`src/rtl/vmx_pkg.sv`:
```
// Shared definitions for the vmx_mm_engine matrix-multiply block:
// FSM state codes, ctrl/flag bit positions and the output conversion helpers.
package vmx_pkg;

    typedef enum logic [2:0] {
        ST_IDLE   = 3'd0,
        ST_LOAD_A = 3'd1,
        ST_LOAD_B = 3'd2,
        ST_MAC    = 3'd3,
        ST_WRITE  = 3'd4
    } state_e;

    localparam int CTRL_ABORT     = 0;
    localparam int CTRL_START     = 1;
    localparam int CTRL_SAT       = 2;
    localparam int CTRL_TRANS     = 3;
    localparam int CTRL_ABASE_LSB = 8;
    localparam int CTRL_BBASE_LSB = 16;
    localparam int CTRL_CBASE_LSB = 24;

    localparam int FLAG_DONE    = 8;
    localparam int FLAG_OVF     = 9;
    localparam int FLAG_ROW_LSB = 16;

    // Conversion works on a sign-extended 64-bit view of the accumulator,
    // so ACC_W and OW must both be <= 64.
    localparam int CONV_W = 64;

    function automatic logic signed [CONV_W-1:0] ow_max(input int ow);
        return (64'sd1 <<< (ow - 1)) - 64'sd1;
    endfunction

    function automatic logic signed [CONV_W-1:0] ow_min(input int ow);
        return -(64'sd1 <<< (ow - 1));
    endfunction

    function automatic logic conv_ovf(
        input logic signed [CONV_W-1:0] v,
        input int                       ow
    );
        return (v > ow_max(ow)) || (v < ow_min(ow));
    endfunction

    // Caller keeps the low ow bits: for wrap mode that is plain truncation,
    // for saturate mode the value has already been clamped into range.
    function automatic logic signed [CONV_W-1:0] sat_conv(
        input logic signed [CONV_W-1:0] v,
        input int                       ow,
        input logic                     sat
    );
        if (!sat)            return v;
        if (v > ow_max(ow))  return ow_max(ow);
        if (v < ow_min(ow))  return ow_min(ow);
        return v;
    endfunction

endpackage

```
`src/rtl/vmx_mac_lane.sv`:
```
// One output column of the engine: signed DWxDW multiply into an ACC_W accumulator.
// Ports: clk/rst, en_i (accumulate), clr_i (load product instead of adding),
// sat_i (saturate vs wrap), a_i/b_i operands, res_o converted OW result, ovf_o range flag.
module vmx_mac_lane
    import vmx_pkg::*;
#(
    parameter int N     = 4,
    parameter int DW    = 16,
    parameter int OW    = 2 * DW,
    parameter int ACC_W = 2 * DW + $clog2(N) + 1
) (
    input  logic                 clk,
    input  logic                 rst,
    input  logic                 en_i,
    input  logic                 clr_i,
    input  logic                 sat_i,
    input  logic signed [DW-1:0] a_i,
    input  logic signed [DW-1:0] b_i,
    output logic [OW-1:0]        res_o,
    output logic                 ovf_o
);

    logic signed [2*DW-1:0]   a_x;
    logic signed [2*DW-1:0]   b_x;
    logic signed [2*DW-1:0]   prod;
    logic signed [ACC_W-1:0]  prod_x;
    logic signed [ACC_W-1:0]  acc_q;
    logic signed [ACC_W-1:0]  acc_d;
    logic signed [CONV_W-1:0] acc_w;
    logic signed [CONV_W-1:0] conv;
    logic                     unused_conv_hi;

    assign a_x    = {{DW{a_i[DW-1]}}, a_i};
    assign b_x    = {{DW{b_i[DW-1]}}, b_i};
    assign prod   = a_x * b_x;
    assign prod_x = {{(ACC_W-2*DW){prod[2*DW-1]}}, prod};

    always_comb begin
        acc_d = acc_q;
        if (en_i) begin
            acc_d = clr_i ? prod_x : acc_q + prod_x;
        end
    end

    always_ff @(posedge clk) begin
        if (rst) begin
            acc_q <= '0;
        end else begin
            acc_q <= acc_d;
        end
    end

    assign acc_w = {{(CONV_W-ACC_W){acc_q[ACC_W-1]}}, acc_q};
    assign conv  = sat_conv(acc_w, OW, sat_i);
    assign res_o = conv[OW-1:0];
    assign ovf_o = conv_ovf(acc_w, OW);

    assign unused_conv_hi = ^conv[CONV_W-1:OW];

endmodule

```
`src/rtl/vmx_mm_engine.sv`:
```
// NxN signed matrix-multiply engine (C = A*B or A*B^T) over a single-port word memory.
// Ports: clk, rst (sync high), ctrl (abort/start/sat/transpose/bases), addr, d_i read data,
// wr_en + d_o (one C row over two words), flag (state, done, ovf, current row).
module vmx_mm_engine
    import vmx_pkg::*;
#(
    parameter int N      = 4,
    parameter int DW     = 16,
    parameter int ADDR_W = 8,
    parameter int OW     = 2 * DW,
    parameter int ACC_W  = 2 * DW + $clog2(N) + 1
) (
    input  logic              clk,
    input  logic              rst,
    input  logic [31:0]       ctrl,
    output logic [ADDR_W-1:0] addr,
    input  logic [N*DW-1:0]   d_i,
    output logic              wr_en,
    output logic [N*OW-1:0]   d_o,
    output logic [31:0]       flag
);

    localparam int CW = (N > 1) ? $clog2(N) : 1;

    state_e          state_q, state_d;
    logic [CW-1:0]   cnt_q, cnt_d;
    logic [CW-1:0]   row_q, row_d;
    logic            start_q;
    logic            done_q, done_d;
    logic            ovf_q, ovf_d;
    logic            latch;
    logic            sat_q, tr_q;
    logic [7:0]      a_base_q, b_base_q, c_base_q;
    logic [N*OW-1:0] d_o_q;

    logic [N*DW-1:0] a_q [N];
    logic [N*DW-1:0] b_q [N];

    logic                 abort;
    logic                 start_edge;
    logic                 last_cnt;
    logic                 last_row;
    logic                 mac_en;
    logic                 mac_clr;
    logic signed [DW-1:0] a_el;
    logic signed [DW-1:0] b_el [N];
    logic [N*OW-1:0]      row_res;
    logic [N-1:0]         lane_ovf;
    logic                 unused_ctrl;

    assign abort      = ctrl[CTRL_ABORT];
    assign start_edge = ctrl[CTRL_START] & ~start_q;
    assign last_cnt   = (cnt_q == CW'(N - 1));
    assign last_row   = (row_q == CW'(N - 1));
    assign mac_en     = (state_q == ST_MAC);
    assign mac_clr    = (cnt_q == '0);
    assign unused_ctrl = ^ctrl[7:4];

    // A[i][k] is shared by every lane; lane j gets its own B element.
    assign a_el = a_q[row_q][(N-1-int'(cnt_q))*DW +: DW];

    for (genvar j = 0; j < N; j++) begin : g_lane
        assign b_el[j] = tr_q ? b_q[j][(N-1-int'(cnt_q))*DW +: DW]
                              : b_q[cnt_q][(N-1-j)*DW +: DW];

        vmx_mac_lane #(
            .N     (N),
            .DW    (DW),
            .OW    (OW),
            .ACC_W (ACC_W)
        ) u_lane (
            .clk   (clk),
            .rst   (rst),
            .en_i  (mac_en),
            .clr_i (mac_clr),
            .sat_i (sat_q),
            .a_i   (a_el),
            .b_i   (b_el[j]),
            .res_o (row_res[(N-1-j)*OW +: OW]),
            .ovf_o (lane_ovf[j])
        );
    end

    always_comb begin
        state_d = state_q;
        cnt_d   = cnt_q;
        row_d   = row_q;
        done_d  = done_q;
        ovf_d   = ovf_q;
        latch   = 1'b0;
        addr    = '0;
        wr_en   = 1'b0;
        d_o     = d_o_q;

        unique case (state_q)
            ST_IDLE: begin
                if (start_edge && !abort) begin
                    latch   = 1'b1;
                    done_d  = 1'b0;
                    ovf_d   = 1'b0;
                    cnt_d   = '0;
                    row_d   = '0;
                    state_d = ST_LOAD_A;
                end
            end
            ST_LOAD_A: begin
                addr  = ADDR_W'(a_base_q) + ADDR_W'(cnt_q);
                cnt_d = cnt_q + 1'b1;
                if (last_cnt) begin
                    cnt_d   = '0;
                    state_d = ST_LOAD_B;
                end
            end
            ST_LOAD_B: begin
                addr  = ADDR_W'(b_base_q) + ADDR_W'(cnt_q);
                cnt_d = cnt_q + 1'b1;
                if (last_cnt) begin
                    cnt_d   = '0;
                    state_d = ST_MAC;
                end
            end
            ST_MAC: begin
                cnt_d = cnt_q + 1'b1;
                if (last_cnt) begin
                    cnt_d   = '0;
                    state_d = ST_WRITE;
                end
            end
            ST_WRITE: begin
                addr  = ADDR_W'(c_base_q) + ADDR_W'({row_q, 1'b0});
                wr_en = !abort;
                d_o   = abort ? d_o_q : row_res;
                ovf_d = ovf_q | (|lane_ovf);
                if (last_row) begin
                    row_d   = '0;
                    done_d  = 1'b1;
                    state_d = ST_IDLE;
                end else begin
                    row_d   = row_q + 1'b1;
                    state_d = ST_MAC;
                end
            end
            default: begin
                state_d = ST_IDLE;
            end
        endcase

        // Abort overrides whatever the state would have done this cycle.
        if (abort && state_q != ST_IDLE) begin
            state_d = ST_IDLE;
            cnt_d   = '0;
            row_d   = '0;
            done_d  = done_q;
            ovf_d   = ovf_q;
        end
    end

    always_ff @(posedge clk) begin
        if (rst) begin
            state_q  <= ST_IDLE;
            cnt_q    <= '0;
            row_q    <= '0;
            start_q  <= 1'b0;
            done_q   <= 1'b0;
            ovf_q    <= 1'b0;
            sat_q    <= 1'b0;
            tr_q     <= 1'b0;
            a_base_q <= '0;
            b_base_q <= '0;
            c_base_q <= '0;
            d_o_q    <= '0;
        end else begin
            state_q <= state_d;
            cnt_q   <= cnt_d;
            row_q   <= row_d;
            start_q <= ctrl[CTRL_START];
            done_q  <= done_d;
            ovf_q   <= ovf_d;
            if (latch) begin
                sat_q    <= ctrl[CTRL_SAT];
                tr_q     <= ctrl[CTRL_TRANS];
                a_base_q <= ctrl[CTRL_ABASE_LSB +: 8];
                b_base_q <= ctrl[CTRL_BBASE_LSB +: 8];
                c_base_q <= ctrl[CTRL_CBASE_LSB +: 8];
            end
            if (wr_en) begin
                d_o_q <= row_res;
            end
        end
    end

    // Operand register files are fully reloaded on every run, so no reset.
    always_ff @(posedge clk) begin
        if (state_q == ST_LOAD_A) begin
            a_q[cnt_q] <= d_i;
        end
        if (state_q == ST_LOAD_B) begin
            b_q[cnt_q] <= d_i;
        end
    end

    assign flag = {8'd0, 8'(row_q), 6'd0, ovf_q, done_q, 5'd0, state_q};

endmodule

```
`config.mk`:
```
export PLATFORM = sky130hd
export DESIGN_NAME = vmx_mm_engine
export DESIGN_NICKNAME = d
export VERILOG_FILES = /design/src/rtl/vmx_pkg.sv /design/src/rtl/vmx_mac_lane.sv /design/src/rtl/vmx_mm_engine.sv
export SDC_FILE = /design/constraint.sdc
export NUM_CORES = 2
export LEC_CHECK = 0
export ABC_CLOCK_PERIOD_IN_PS = 12000
export BUFFER_PORTS_ARGS = -buffer_cell sky130_fd_sc_hd__buf_2
export CORE_AREA = 2 2 470 472
export DETAILED_ROUTE_END_ITERATION = 10
export DIE_AREA = 0 0 472 474
export GPL_TIMING_DRIVEN = 0
export SYNTH_ARGS = -nofsm -noshare
export SYNTH_HDL_FRONTEND = slang
export SYNTH_HIERARCHICAL = 1
export SYNTH_SLANG_ARGS = --single-unit
export TNS_END_PERCENT = 20
```
`constraint.sdc`:
```
create_clock -name clk -period 12 [get_ports clk]
set_input_delay 2.4 -clock clk [delete_from_list [all_inputs] [get_ports clk]]
set_output_delay 2.4 -clock clk [all_outputs]
set_load 0.02 [all_outputs]
```
Word level (Yosys, flattened, before mapping)

Memories as Yosys holds them, arrays and structs flattened. A register that Yosys moved wholly into a read port is not among the register bits.
Cells that the tools add are included.

Flip-flop bits (word level): 304
Memory bits (writable): 512
Input bits: 98
Memories kept: 2

Memories:

| memory | depth | width | read ports | clocked after Yosys merged registers in | write ports | line                | source |
|---|---|---|---|---|---|---|---|
| a_q    | 4     | 64    | 1          | 1                                       | 1           | vmx_mm_engine.sv:36 | `logic [N*DW-1:0] a_q [N];` |
| b_q    | 4     | 64    | 5          | 1                                       | 1           | vmx_mm_engine.sv:37 | `logic [N*DW-1:0] b_q [N];` |

Equal/unequal tests: 11
$mul: 4
Reductions and logical operators: 20
Muxes and demuxes: 81
Shifts and indexed selects: 5
Add/sub/neg operators: 10
Order comparisons: 8
Bitwise operators: 4

Operators with widths:

| cell                                                          | count |
|---|---|
| two-way mux 32 bit                                            | 24 |
| variable part select 64 x 7 -> 16 bit                         | 5 |
| two-way mux 128 bit                                           | 2 |
| adder 35 x 32 -> 35 bit                                       | 4 |
| > comparator 35 x 32 -> 1 bit (second input constant)         | 4 |
| less-than comparator 35 x 32 -> 1 bit (second input constant) | 4 |
| two-way mux 35 bit                                            | 4 |
| multiplier 16 x 16 -> 32 bit                                  | 4 |
| two-way mux 16 bit                                            | 4 |
| two-way mux 1 bit                                             | 29 |
| case mux 8 bit (3 select lines)                               | 1 |
| adder 8 x 2 -> 8 bit                                          | 2 |
| two-way mux 2 bit                                             | 8 |
| case mux 3 bit (5 select lines)                               | 1 |
| two-way mux 3 bit                                             | 4 |
| inequality test 2 bit (second input constant)                 | 5 |
| adder 8 x 3 -> 8 bit                                          | 1 |
| case mux 2 bit (2 select lines)                               | 2 |
| AND reduction 4 bit                                           | 2 |
| == test 3 x 2 -> 1 bit (second input constant)                | 2 |
| adder 2 x 1 -> 2 bit (second input constant)                  | 2 |
| == test 2 bit (second input constant)                         | 2 |
| logical OR 1 bit                                              | 4 |
| case mux 1 bit (2 select lines)                               | 2 |
| 17 further kinds                                              | 21 |

Depth between registers and ports, before layout

Depth after elaboration: 10
Mapped depth: 40
Gate-level depth less buffers: 36

By module

The synthesis kept the hierarchy.

Modules (own cells, without submodules):

| module                          | times used | area an instance (µm²) | sequential area each (µm²) | cells each |
|---|---|---|---|---|
| vmx_mm_engine                   | 1          | 28353.4                | 18738.0                    | 1543 |
| vmx_mac_lane (g_lane[2].u_lane) | 1          | 13635.6                | 700.7                      | 1589 |
| vmx_mac_lane (g_lane[3].u_lane) | 1          | 13601.8                | 700.7                      | 1584 |
| vmx_mac_lane (g_lane[1].u_lane) | 1          | 13584.3                | 700.7                      | 1584 |
| vmx_mac_lane (g_lane[0].u_lane) | 1          | 13560.5                | 700.7                      | 1564 |

Least setup slack after synthesis

No wires, ideal clock.

Path kind: reg-to-reg
Start point: register (tool-made name)
End point: register g_lane[1].u_lane.acc_q[33]
Cell stages (with the launch flop): 36
Setup slack: 1.845 ns
Path buffers: 3
Library setup time: 0.088 ns
Data arrival time: 10.067 ns
Cell sequence: dfxtp_1 -> clkbuf_1 -> buf_1 -> mux4_2 -> mux4_2 -> clkbuf_1 -> and2_1 -> fa_1 -> inv_1 -> fa_1 -> fa_1 -> inv_1 -> ha_1 -> fa_1 -> inv_1 -> fa_1 -> inv_1 -> ha_1 -> or4_1 -> or3_1 -> o211a_4 -> o21a_1 -> o21a_1 -> o21a_1 -> or3_1 -> and2_1 -> ha_1 -> a21o_1 -> a21o_1 -> a221o_1 -> a311o_1 -> o2111ai_2 -> a31oi_1 -> or4b_1 -> a21o_1 -> a311oi_2

RTL lines:

| element              | line               | source |
|---|---|---|
| end signal, assigned | vmx_mac_lane.sv:47 | `acc_q <= '0;` |
| end signal, assigned | vmx_mac_lane.sv:49 | `acc_q <= acc_d;` |
| end, declared        | vmx_mac_lane.sv:27 | `logic signed [ACC_W-1:0] acc_q;` |

Final worst setup path

Start point: register cnt_q[1]
End point: register g_lane[1].u_lane.acc_q[33]

Elaborated cells between the ends (all ways): 8
Classes of those cells: add/sub: 2; mul: 1; shift: 2; mux: 2; reduce/logical: 1

RTL lines:

| element                                   | line                 | source |
|---|---|---|
| start, declared                           | vmx_mm_engine.sv:26  | `logic [CW-1:0] cnt_q, cnt_d;` |
| start signal, assigned                    | vmx_mm_engine.sv:174 | `cnt_q <= cnt_d;` |
| subtractor 2 x 2 -> 3 bit (*)             | vmx_mm_engine.sv:60  | `assign a_el = a_q[row_q][(N-1-int'(cnt_q))*DW +: DW];` |
| variable part select 64 x 7 -> 16 bit (*) | vmx_mm_engine.sv:60  |  |
| via a_el[9]                               | vmx_mm_engine.sv:45  | `logic signed [DW-1:0] a_el;` |
| multiplier 16 x 16 -> 32 bit (*)          | vmx_mac_lane.sv:35   | `assign prod = a_x * b_x;` |
| adder 35 x 32 -> 35 bit                   | vmx_mac_lane.sv:41   | `acc_d = clr_i ? prod_x : acc_q + prod_x;` |
| two-way mux 35 bit (*)                    | vmx_mac_lane.sv:41   |  |

Mark *: on every way through the listed nets, which the timed path passes. The rest lies on a longest branch.
A chain may end at the register's enable or synchronous reset.

==> flow_summary.ini <==
[outcome]
status = completed

[routing]
top_layer = met5
first_iter_violations = 6056
vias = 61059
wl_per_cell_um = 24.0
drtAntennaViolNets = 0
drc_errors = 0
drt-total-wl_mm = 270
wl_met3_mm = 23.9
drtPass1Iterations = 6
met2_length_mm = 126
avgViaCountPerCell = 5.43
met1Wirelength_mm = 106

[finish]
drive_above_1_share = 0.115
nets = 9901
regArea_um2 = 21500
stdcell_area_um2 = 91700
synthToLayoutAreaGrowth_pct = 10.9
multi_input_area_um2 = 55300
fillCellCount = 21001

[logic_synthesis]
synth_top_flop_cell = edfxtp_1
syn_area_um2 = 82700
synth_cell_types = 128
synth_area_per_cell_um2 = 10.5
ys_warn_count = 6
synthArstFlopShare = 0
ys_seq_elements = 820
synth_seq_area_share = 0.260
synth_cells = 7864
synth_edf_count = 512

[worst_setup_path]
crit_slowest_cell = mux4_4
startpoint_type = flop
critPathRequiredTime_ns = 12.63
critPathMostFrequentCell = fa_1
endpoint_kind = flop
path_max_fanout = 18
critPathKind = reg -> reg
worstPathArrival_ns = 12.23
critPathMaxStageDelay_ns = 0.66

[floorplan]
core_um2 = 219000
die_width_um = 472
start_util = 0.378
rows = 172
die_h_um = 474
io_pins = 267
dieArea_um2 = 224000

[placement]
dp_hpwl_mm = 196
place_area_um2 = 87900
io_buffers = 237
place.gp.congestion = 0.936

[global_routing]
grt_usage = 0.233
grt_pass1_wl_mm = 394
grt_max_degree = 58
grt_antenna_before_repair = 59
grt_pass1_vias = 63212
grt-ovfl-total = 0

[clocking]
insertion_delay_ns = 0.78
ctsLongestPathBuffers = 3
cts_hold_buf = 0
htreeDepth = 3
cts-root-buf = clkbuf_16
clkTransAtPathRegs_ns = 0.06
cts_made_buffers = 93
cts_tree = built
cts_num_sinks = 820

[sta]
fin_crit_sh = 0.967
skew_ns = 0.0740
fmax_mhz = 86.2
worstMarginPinSlew_ns = 1.26
finalHoldViolCount = 0
min_period_ns = 11.61
setup_viol_count_final = 0
slew_viol_final = 0
max_slew_margin = 0.161

[job]
cap_violations = 0

[worst_hold_path]
hold_class = reg -> reg
[path summary, 6_finish.rpt]
path | start | depth (start not counted) | slack, ns | endpoint
setup reg to reg | cnt_q[1] | 34 | 0.39 | g_lane[1].u_lane/acc_q[33]
hold / removal | a_base_q[0] | 2 | 0.46 | a_base_q[0]
hold reg to reg | a_base_q[0] | 2 | 0.46 | a_base_q[0]
setup / recovery | cnt_q[1] | 34 | 0.39 | g_lane[1].u_lane/acc_q[33]
[cell usage in the layout, fill, tap and decap left out, drive strengths merged, types with 225 or more instances in the layout]
cell type and count:
and2 503, nor2 329, clkbuf 374, inv 1262, ha 490, a21oi 285, buf 367, edfxtp 512
fa 1054, nand2 752, dfxtp 308, a21o 225
[cell type report]
| type | instances | area share |
|---|---|---|
| diodes | 31 | 0.000846 |
| plain buffers | 360 | 0.0186 |
| clock buffers | 118 | 0.0269 |
| clock inverters | 54 | 0.00752 |
| inverters | 1261 | 0.0517 |
| multi-input cells | 5459 | 0.603 |
| flip-flops and latches | 820 | 0.235 |
| well taps | 2871 | 0.0392 |
| repair buffers | 264 | 0.0172 |
[synth_stat cells, types with 17 or more instances]
| master | instances | area (um^2) |
|---|---|---|
| nand2_1 | 751 | 2820 |
| buf_4 | 37 | 278 |
| o21ai_0 | 142 | 711 |
| ha_1 | 490 | 6130 |
| inv_1 | 1259 | 4730 |
| and3_1 | 34 | 213 |
| mux2_2 | 127 | 1430 |
| a21o_1 | 225 | 1690 |
| xnor2_1 | 164 | 1440 |
| and2_1 | 503 | 3150 |
| a21oi_1 | 280 | 1400 |
| o21a_1 | 41 | 308 |
| nor3b_1 | 19 | 143 |
| mux4_2 | 209 | 4710 |
| mux2_1 | 79 | 890 |
| nor2b_1 | 154 | 963 |
| nor3_1 | 74 | 370 |
| o21bai_1 | 34 | 255 |
| nand3_1 | 41 | 205 |
| edfxtp_1 | 512 | 15400 |
| nand3b_1 | 17 | 128 |
| buf_1 | 28 | 105 |
| a311oi_1 | 26 | 228 |
| o21ai_1 | 28 | 140 |
| dfxtp_1 | 308 | 6170 |
| o211ai_1 | 47 | 353 |
| a31oi_1 | 39 | 244 |
| buf_2 | 33 | 165 |
| a211oi_1 | 62 | 465 |
| fa_1 | 1054 | 21100 |
| nand4_1 | 23 | 144 |
| mux2i_1 | 38 | 380 |
| nor2_1 | 326 | 1220 |
| nand2b_1 | 46 | 288 |
| xor2_1 | 73 | 639 |
| clkbuf_1 | 253 | 950 |
[through the flow]
step | hold slack [ns] | instances | TNS [ns] | utilization | setup slack [ns]
CTS | 0.457 | 11181 | 0 | 0.417 | 0.0119
floorplan | 0.433 | 7888 | 0 | - | 1.84
detailed placement | 0.449 | 11005 | -6.79 | 0.402 | -0.873
finish | 0.456 | 11238 | 0 | 0.420 | 0.395
global route | 0.485 | 11214 | -0.0113 | 0.419 | -0.00836
global placement | 0.444 | 10996 | -4.91 | 0.401 | -0.752
[flip-flops by register name, summed over array words and instances, names as in the netlist, named ones only]
name / cells
a_base_q: 8
a_q: 256
b_base_q: 8
b_q: 256
c_base_q: 8
cnt_q: 2
d_o_q: 128
done_q: 1
g_lane.u_lane/acc_q: 140
ovf_q: 1
row_q: 2
sat_q: 1
start_q: 1
state_q: 3
tr_q: 1
[critical path: cells and delay by family (launching register included)]
| family | cells | cell delay (ns) |
|---|---|---|
| fa+ha+maj | 8 | 3.46 |
| buf+inv | 7 | 1.74 |
| simple gates | 6 | 2.15 |
| compound gates | 12 | 2.80 |
| mux | 1 | 0.66 |
| flops | 1 | 0.59 |
[cell families (layout without fill, tap and decap cells)]
kind of cell,after synthesis,after routing,share of synthesized area
buffers and inverters,1624,2057,0.0770
adder cells (fa/ha/maj),1544,1544,0.329
AND/OR/NAND/NOR,2067,2067,0.124
AO/OA/AOI/OAI,1115,1115,0.0938
other,1,56,0.0000453
multiplexers,453,468,0.0895
XOR/XNOR,240,240,0.0260
flip-flops,820,820,0.260
[routing by layer]
layer | up-vias | global-route usage
met2 | 2670 | 0.385
met1 | 30884 | 0.301
li1 | 26878 | -
met4 | 46 | 0.0943
met5 | - | 0
met3 | 581 | 0.0449
[what timing repair did]
action,CTS,global route
endpoints found under the hold margin,0,0
gates cloned,4,11
resized for setup,32,73
setup endpoints to repair,20,13
setup buffers,2,16
Power is not shown: default switching activity piles up to over one toggle a cycle in this logic, so the estimate is an artifact.
